## config.mk

```make
export PLATFORM = sky130hd
export DESIGN_NAME = exc_commit_ctrl_flat
export DESIGN_NICKNAME = d
export VERILOG_FILES = /design/src/rtl/exc_commit_ctrl_if.sv /design/src/rtl/exc_commit_ctrl.sv /design/src/flat_wrapper.sv
export SDC_FILE = /design/constraint.sdc
export NUM_CORES = 1
export LEC_CHECK = 0
export ABC_CLOCK_PERIOD_IN_PS = 2750
export CORE_ASPECT_RATIO = 1.75
export CORE_MARGIN = 5
export CORE_UTILIZATION = 43
export DETAILED_ROUTE_END_ITERATION = 6
export PLACE_DENSITY = 0.84
export SYNTH_ARGS = -nofsm -noshare
export SYNTH_HDL_FRONTEND = slang
export SYNTH_SLANG_ARGS = --single-unit
export TNS_END_PERCENT = 10
```

## constraint.sdc

```tcl
create_clock -name clk -period 2.75 [get_ports clk]
set_input_delay 0.55 -clock clk [delete_from_list [all_inputs] [get_ports clk]]
set_output_delay 0.55 -clock clk [all_outputs]
set_load 0.02 [all_outputs]
```

## src/rtl/exc_commit_ctrl_if.sv

```systemverilog
// Writeback commit bus between the WB stage and the precise-exception sequencer.
// The sequencer is the slave: it observes ws_* and returns the commit kill.
interface exc_commit_ctrl_if;
  logic        ws_valid;
  logic        ws_exc;
  logic [4:0]  ws_exccode;
  logic        ws_eret;
  logic        ws_bd;
  logic [31:0] ws_pc;
  logic [31:0] ws_badvaddr;
  logic        commit_kill;

  modport master (
    output ws_valid, ws_exc, ws_exccode, ws_eret, ws_bd, ws_pc, ws_badvaddr,
    input  commit_kill
  );

  modport slave (
    input  ws_valid, ws_exc, ws_exccode, ws_eret, ws_bd, ws_pc, ws_badvaddr,
    output commit_kill
  );
endinterface

```

## src/rtl/exc_commit_ctrl.sv

```systemverilog
// Precise-exception / interrupt / ERET sequencer at the WB boundary: kills the commit,
// strobes CP0, flushes and redirects fetch. Optional EXC_STAT_EN adds event counters.
module exc_commit_ctrl #(
  parameter logic [31:0] EXC_VECTOR   = 32'hbfc00380,
  parameter int unsigned FLUSH_CYCLES = 2
) (
  input  logic                 clk,
  input  logic                 resetn,
  exc_commit_ctrl_if.slave     ws,
  input  logic                 cp0_status_ie,
  input  logic                 cp0_status_exl,
  input  logic [7:0]           cp0_int_pending,
  input  logic [31:0]          cp0_epc,
  output logic                 cp0_exc_we,
  output logic [4:0]           cp0_exc_code,
  output logic                 cp0_exc_bd,
  output logic [31:0]          cp0_exc_epc,
  output logic [31:0]          cp0_exc_badvaddr,
  output logic                 cp0_eret_we,
  output logic                 flush,
  output logic                 redirect_valid,
  output logic [31:0]          redirect_pc
`ifdef EXC_STAT_EN
  ,
  output logic [31:0]          exc_count,
  output logic [31:0]          eret_count
`endif
);

  typedef enum logic [1:0] {IDLE, FLUSH, DRAIN} state_t;

  localparam bit         HAS_DRAIN  = (FLUSH_CYCLES > 1);
  localparam logic [3:0] DRAIN_LOAD = (FLUSH_CYCLES > 1) ? 4'(FLUSH_CYCLES - 2) : 4'd0;

  state_t      state;
  logic [3:0]  drain_cnt;
  logic        is_eret;
  logic [31:0] redirect_pc_q;
  logic        int_take;
  logic        exc_evt;
  logic        eret_evt;

  // Event detection is only live in IDLE; anything seen during FLUSH/DRAIN is dropped.
  always_comb begin
    int_take = (state == IDLE) & ws.ws_valid & cp0_status_ie & ~cp0_status_exl
               & (|cp0_int_pending);
    exc_evt  = (state == IDLE) & ws.ws_valid & ws.ws_exc;
    eret_evt = (state == IDLE) & ws.ws_valid & ws.ws_eret;
  end

  assign ws.commit_kill = int_take | exc_evt;

  // ERET target is EPC as seen during the FLUSH cycle itself, so it bypasses the register.
  assign redirect_pc = (state == FLUSH && is_eret) ? cp0_epc : redirect_pc_q;

  always_ff @(posedge clk or negedge resetn) begin
    if (!resetn) begin
      state            <= IDLE;
      drain_cnt        <= 4'd0;
      is_eret          <= 1'b0;
      redirect_pc_q    <= 32'd0;
      cp0_exc_we       <= 1'b0;
      cp0_exc_code     <= 5'd0;
      cp0_exc_bd       <= 1'b0;
      cp0_exc_epc      <= 32'd0;
      cp0_exc_badvaddr <= 32'd0;
      cp0_eret_we      <= 1'b0;
      flush            <= 1'b0;
      redirect_valid   <= 1'b0;
    end else begin
      unique case (state)
        IDLE: begin
          if (int_take || exc_evt) begin
            state            <= FLUSH;
            is_eret          <= 1'b0;
            flush            <= 1'b1;
            redirect_valid   <= 1'b1;
            cp0_exc_we       <= 1'b1;
            cp0_exc_code     <= int_take ? 5'd0 : ws.ws_exccode;
            cp0_exc_bd       <= ws.ws_bd;
            cp0_exc_epc      <= ws.ws_bd ? (ws.ws_pc - 32'd4) : ws.ws_pc;
            cp0_exc_badvaddr <= int_take ? 32'd0 : ws.ws_badvaddr;
            redirect_pc_q    <= EXC_VECTOR;
          end else if (eret_evt) begin
            state          <= FLUSH;
            is_eret        <= 1'b1;
            flush          <= 1'b1;
            redirect_valid <= 1'b1;
            cp0_eret_we    <= 1'b1;
          end
        end
        FLUSH: begin
          cp0_exc_we     <= 1'b0;
          cp0_eret_we    <= 1'b0;
          redirect_valid <= 1'b0;
          if (is_eret) redirect_pc_q <= cp0_epc;
          if (HAS_DRAIN) begin
            state     <= DRAIN;
            drain_cnt <= DRAIN_LOAD;
          end else begin
            state <= IDLE;
            flush <= 1'b0;
          end
        end
        DRAIN: begin
          if (drain_cnt == 4'd0) begin
            state <= IDLE;
            flush <= 1'b0;
          end else begin
            drain_cnt <= drain_cnt - 4'd1;
          end
        end
        default: state <= IDLE;
      endcase
    end
  end

`ifdef EXC_STAT_EN
  // Event statistics; wrap naturally at 2^32.
  always_ff @(posedge clk or negedge resetn) begin
    if (!resetn) begin
      exc_count  <= 32'd0;
      eret_count <= 32'd0;
    end else begin
      if (cp0_exc_we)  exc_count  <= exc_count + 32'd1;
      if (cp0_eret_we) eret_count <= eret_count + 32'd1;
    end
  end
`else
  // Statistics counters are not built.
`endif

endmodule

```

## src/flat_wrapper.sv

```systemverilog
// flat-port wrapper written by rule: the top's interface ports become plain ports
module exc_commit_ctrl_flat 
#(
  parameter logic [31:0] EXC_VECTOR   = 32'hbfc00380,
  parameter int unsigned FLUSH_CYCLES = 2
)
  (clk, resetn, cp0_status_ie, cp0_status_exl, cp0_int_pending, cp0_epc, cp0_exc_we, cp0_exc_code, cp0_exc_bd, cp0_exc_epc, cp0_exc_badvaddr, cp0_eret_we, flush, redirect_valid, redirect_pc, ws_ws_valid, ws_ws_exc, ws_ws_exccode, ws_ws_eret, ws_ws_bd, ws_ws_pc, ws_ws_badvaddr, ws_commit_kill);
  exc_commit_ctrl_if ws_i ();
  input  logic clk;
  input  logic resetn;
  input  logic cp0_status_ie;
  input  logic cp0_status_exl;
  input  logic [7:0] cp0_int_pending;
  input  logic [31:0] cp0_epc;
  output logic cp0_exc_we;
  output logic [4:0] cp0_exc_code;
  output logic cp0_exc_bd;
  output logic [31:0] cp0_exc_epc;
  output logic [31:0] cp0_exc_badvaddr;
  output logic cp0_eret_we;
  output logic flush;
  output logic redirect_valid;
  output logic [31:0] redirect_pc;
  input wire logic [$bits(ws_i.ws_valid)-1:0] ws_ws_valid;
  input wire logic [$bits(ws_i.ws_exc)-1:0] ws_ws_exc;
  input wire logic [$bits(ws_i.ws_exccode)-1:0] ws_ws_exccode;
  input wire logic [$bits(ws_i.ws_eret)-1:0] ws_ws_eret;
  input wire logic [$bits(ws_i.ws_bd)-1:0] ws_ws_bd;
  input wire logic [$bits(ws_i.ws_pc)-1:0] ws_ws_pc;
  input wire logic [$bits(ws_i.ws_badvaddr)-1:0] ws_ws_badvaddr;
  output wire logic [$bits(ws_i.commit_kill)-1:0] ws_commit_kill;
  assign ws_i.ws_valid = ws_ws_valid;
  assign ws_i.ws_exc = ws_ws_exc;
  assign ws_i.ws_exccode = ws_ws_exccode;
  assign ws_i.ws_eret = ws_ws_eret;
  assign ws_i.ws_bd = ws_ws_bd;
  assign ws_i.ws_pc = ws_ws_pc;
  assign ws_i.ws_badvaddr = ws_ws_badvaddr;
  assign ws_commit_kill = ws_i.commit_kill;
  exc_commit_ctrl #(.EXC_VECTOR(EXC_VECTOR), .FLUSH_CYCLES(FLUSH_CYCLES)) u_core (.clk(clk), .resetn(resetn), .ws(ws_i), .cp0_status_ie(cp0_status_ie), .cp0_status_exl(cp0_status_exl), .cp0_int_pending(cp0_int_pending), .cp0_epc(cp0_epc), .cp0_exc_we(cp0_exc_we), .cp0_exc_code(cp0_exc_code), .cp0_exc_bd(cp0_exc_bd), .cp0_exc_epc(cp0_exc_epc), .cp0_exc_badvaddr(cp0_exc_badvaddr), .cp0_eret_we(cp0_eret_we), .flush(flush), .redirect_valid(redirect_valid), .redirect_pc(redirect_pc));
endmodule
```

## Word-level counts from Yosys, hierarchy flattened

Index checks and enable logic that the tools add are counted.

- $add $sub $neg: 2
- Eq/ne operators: 9
- Mux-type cells: 23
- Bitwise gates (word level): 8
- Reductions and logical operators: 18

Operator list:

| cell | count |
|---|---|
| 32-bit two-way mux | 5 |
| 32-bit one-hot mux with 2 select lines | 1 |
| 32-bit by 3-bit subtractor with 32-bit output, second input constant | 1 |
| 2-bit AND reduction | 6 |
| 3-bit AND reduction | 3 |
| 1-bit one-hot mux with 2 select lines | 4 |
| 4-bit one-hot mux with 2 select lines | 1 |
| 2-bit nonzero test | 4 |
| 8-bit OR reduction | 1 |
| 1-bit bitwise AND | 6 |
| 1-bit two-way mux | 6 |
| 2-bit two-way mux | 3 |
| 2-bit by 1-bit != test with 1-bit output, second input constant | 3 |
| 2-bit != test, second input constant | 3 |
| 2-bit one-hot mux with 3 select lines | 1 |
| 5-bit two-way mux | 1 |
| 4-bit zero test | 1 |
| 4-bit two-way mux | 1 |
| 4-bit by 1-bit subtractor with 4-bit output, second input constant | 1 |
| 3-bit by 2-bit != test with 1-bit output, second input constant | 1 |
| 2-bit by 1-bit == test with 1-bit output, second input constant | 1 |
| 2-bit == test, second input constant | 1 |
| 2-bit zero test | 1 |
| 1-bit logical AND | 1 |
| other kinds (3) | 3 |

- Register bits: 113
- Bits of input ports: 117
- Word-level logic and storage cells: 72

## Longest topological paths before layout

- Depth after elaboration: 8
- Gate-level depth with buffers: 8
- Mapped depth without buffers: 7

## Least setup slack after synthesis

No wires, ideal clock.

- Path kind: input to output
- Start point: input port cp0_int_pending[5]
- End point: output port ws_commit_kill
- Arrival: 1.877 ns
- Data required time: 2.200 ns
- Setup slack: 0.323 ns
- Cell stages on the path: 6
- Path buffers: 2
- Path through: or4_1 > o2111ai_2 > and2_1 > buf_6 > inv_2 > buf_2

- Longest elaborated chain between the ends: 3

Ends and longest elaborated chain:

| element | line | RTL |
|---|---|---|
| start, declared | flat_wrapper.sv:13 | `input logic [7:0] cp0_int_pending;` |
| 8-bit OR reduction | exc_commit_ctrl.sv:46 | `& (\|cp0_int_pending);` |
| 1-bit bitwise AND | exc_commit_ctrl.sv:46 |  |
| 1-bit bitwise OR | exc_commit_ctrl.sv:51 | `assign ws.commit_kill = int_take \| exc_evt;` |
| end, declared | flat_wrapper.sv:31 | `output wire logic [$bits(ws_i.commit_kill)-1:0] ws_commit_kill;` |

Every way passes these cells.

## Worst setup path in the final report

- Start point: input port cp0_int_pending[1]
- End point: output port ws_commit_kill

The elaborated chain is that of the path after synthesis.

==> flow_summary.json <==
{
  "outcome": "finished clean",
  "initial_utilization_pct": 43.9,
  "cts_post_setup_buffers_inserted": 0,
  "fin_tns_setup_ps": 0,
  "power.density_nw_per_um2": 1080,
  "largest_area_contributor_in_the_netlist": "dfrtp_1",
  "fin_worst_skew_ps": 7.00,
  "timing.critical_path.slowest_stage_cell": "or4_1",
  "yosysWarnings": 0,
  "clock.fmax_ghz": 0.370,
  "yosys.cell_types.count": 37,
  "route.detailed.wl_per_inst_um": 16.4,
  "worst_setup_margin_ps": 46.9,
  "timing.critical_path.fanout_max": 2,
  "hold_viol_final": 0,
  "placement.io_buffers": 223,
  "rsz0062_at_grt": "true",
  "cts_inserted_buffers": 17,
  "nets": 953,
  "postSynthAreaPerCell_um2": 8.64,
  "critPathArrivalTime_ps": 2150,
  "report.final.slew_viol_count": 0,
  "globalplace.congestion": 0.926,
  "post_synth_instance_area_um2": 5270,
  "drt-pass1-iter-count": 4,
  "max-cap-violations": 0,
  "first_pass_grt_wire_length_um": 26100,
  "viasPerCell": 5.04,
  "hold_class": "input port to async pin",
  "insertion_delay_ps": 400,
  "coreArea_um2": 12000,
  "post_synth_inst_count": 610,
  "fillerInstances": 947,
  "criticalPathCategory": "input port to output pin",
  "report.power.total_w": 0.00902,
  "dp.cells": 979,
  "worstPathCellList": "clkdlybuf4s50_1 > or4_1 > o2111ai_2 > and2_4 > inv_2 > buf_2",
  "timing.final.crit_period_ps": 2700,
  "antenna_violations_before_repair": 0,
  "grt_pass1_vias": 5356,
  "capturing_element_type_of_the_critical_path": "output pin",
  "timing.slew.headroom_pct": 65.1,
  "cts_tree": "done",
  "maximum_number_of_pins_on_one_net_before_global_route_repair": 79,
  "timing.critical_path.from_type": "input port",
  "track_usage_pct": 22.7,
  "number_of_enable_type_register_cells_in_the_synthesized_netlist": 0,
  "mapped_nets": 730,
  "vdd.ir_drop.worst_mv": 0.536,
  "flow.area_growth_from_synthesis_pct": 58.5,
  "clk_pin_slew_ps": 50,
  "post_dp_cell_area_um2": 7690,
  "timing.critical_path.slowest_cell_delay_ps": 550,
  "ys_top_cells_by_area": "dfrtp_1 (54%), nand2_1 (17%), o21ai_0 (7.2%)",
  "max_slew.worst_pin.slew_ps": 520,
  "drt.antenna.violating_nets": 0,
  "stdcell_count": 1010,
  "pre_cts_ws_ps": -322,
  "synth_largest_type_area_fraction_pct": 53.7,
  "dieArea_um2": 14700,
  "timing.critical_path.required_ps": 2200,
  "drive_above_1_share_pct": 6.39,
  "insertedDiodeCount": 0,
  "global_route.overflow_total": 0,
  "setup_viol_count_final": 0,
  "numClockSinks": 113,
  "clock_tree.htree_level_count": 4,
  "ys_async_sr_fraction_pct": 100,
  "ioPinCount": 224,
  "yosys_register_bits": 113,
  "cts_buffer_depth": 2,
  "remaining_drc_errors": 0,
  "synthFlopType": "dfrtp_1",
  "placementRows": 53,
  "floorplan.die.width_um": 93.7,
  "wire_length_after_detailed_routing_um": 16500,
  "hold_bufs_inserted_after_cts": 0,
  "clock_root_buffer": "clkbuf_16",
  "drt_iter0_drc": 259,
  "detailroute.via_count": 5088,
  "dieHeight_um": 156,
  "place.detailed.hpwl_um": 12500,
  "post-route-period-util_pct": 98.3,
  "sequential_cell_area_fraction_in_the_yosys_report_pct": 53.7,
  "final_design_area_no_fill_um2": 8350,
  "power_leakage_nw": 3.98
}
-- area by class of cell --
| cell class | count | area [um2] | area share, % |
|---|---|---|---|
| inverters | 11 | 41.3 | 0.494 |
| clock buffers | 21 | 460 | 5.51 |
| well taps | 165 | 206 | 2.47 |
| flip-flops and latches | 113 | 2830 | 33.9 |
| repair buffers | 237 | 2390 | 28.6 |
| multi-input cells | 453 | 2240 | 26.8 |
| clock inverters | 10 | 183 | 2.19 |
-- layout by cell type, fill, tap and decap left out, drive strengths merged, types with 2 or more instances in the layout --
master           n
a21oi            5
a22o            18
and3             2
buf             16
bufinv           5
clkbuf          21
clkdlybuf4s50  189
clkinv           2
clkinvlp         3
dfrtp          113
dlygate4sd2     16
dlymetal6s2s    16
ha               3
inv             11
nand2          240
nand2b           2
nand3            8
nand3b           2
nand4            2
nor2            19
nor3            17
nor3b            2
nor4            10
o21ai           82
or4              2
xnor2           27
xor2             3
-- stage by stage --
step | utilization [%] | hold WS, ps
5_1_grt | 69.6 | 134
2_1_floorplan | - | 254
6_report | 69.6 | 102
3_3_place_gp | 64.1 | 459
3_5_place_dp | 64.1 | 464
4_1_cts | 69.2 | 106
-- flip-flops by register name, summed over array words and instances, names as in the netlist --
register                 count
u_core.cp0_exc_badvaddr     32
u_core.cp0_exc_epc          32
u_core.redirect_pc_q        32
u_core.cp0_exc_code          5
u_core.drain_cnt             4
u_core.state                 2
u_core.cp0_eret_we           1
u_core.cp0_exc_bd            1
u_core.cp0_exc_we            1
u_core.flush                 1
u_core.is_eret               1
u_core.redirect_valid        1
-- worst max-delay path: cells and delay by family --
kind	cells	cell delay (ps)
AOI/OAI and AO/OA	1	240
buffers and inverters	3	600
and+or+nand+nor	2	750
-- cell usage after synthesis (all sizes together), types with 2 or more instances --
cell and number:
a21oi 5, a22o 18, and3 2, buf 17, clkbuf 16, dfrtp 113
ha 3, inv 11, nand2 240, nand2b 2, nand3 8, nand3b 2
nand4 2, nor2 19, nor3 17, nor3b 2, nor4 10, o21ai 82
or4 2, xnor2 27, xor2 3
-- layer usage --
layer / wire [um] / global-route usage (%) / up-vias
met4: 493 / 9.37 / 0
met3: 934 / 5.15 / 37
met5: 0 / 0 / -
met2: 9350 / 42.3 / 169
li1: - / - / 2461
met1: 5750 / 24.0 / 2421
-- cell families (layout without fill, tap and decap cells) --
logic type / count (synthesis) / count (layout) / share of synthesized area [%]
xor gates and xnor gates: 30 / 30 / 4.99
and+or+nand+nor: 311 / 311 / 24.8
AOI/OAI and AO/OA: 108 / 108 / 11.8
DFF: 113 / 113 / 53.7
buffers and inverters: 44 / 279 / 3.87
adders and majority gates: 3 / 3 / 0.712
muxes: 1 / 1 / 0.214
-- repair_timing --
item | in CTS | in global routing
pin swaps | 1 | 2
endpoints found under the hold margin | 0 | 0
endpoints found under the setup margin | 17 | 18
gates resized for setup | 21 | 17
-- path summary, 6_finish.rpt --
check	to	startpoint	cells after the start	slack (ps)
min in group clk	u_core.cp0_exc_epc[9]$_DFFE_PN0P_	u_core.cp0_exc_epc[9]$_DFFE_PN0P_	2	470
worst max register to register	u_core.cp0_exc_badvaddr[26]$_DFFE_PN0P_	u_core.state[1]$_DFFE_PN0P_	8	740
worst max-delay path	ws_commit_kill	cp0_int_pending[1]	6	50
worst min register to register	u_core.cp0_exc_epc[9]$_DFFE_PN0P_	u_core.cp0_exc_epc[9]$_DFFE_PN0P_	2	470
worst min-delay path	u_core.cp0_exc_badvaddr[20]$_DFFE_PN0P_	resetn	1	100
max in group asynchronous	u_core.cp0_exc_badvaddr[26]$_DFFE_PN0P_	resetn	2	1970
-- report_power, final --
part	internal, W	switching, W
Combinational	0.00173	0.00217
Sequential	0.00233	0.000394
Clock	0.00165	0.000744
Power figures use the tool's default switching activity.
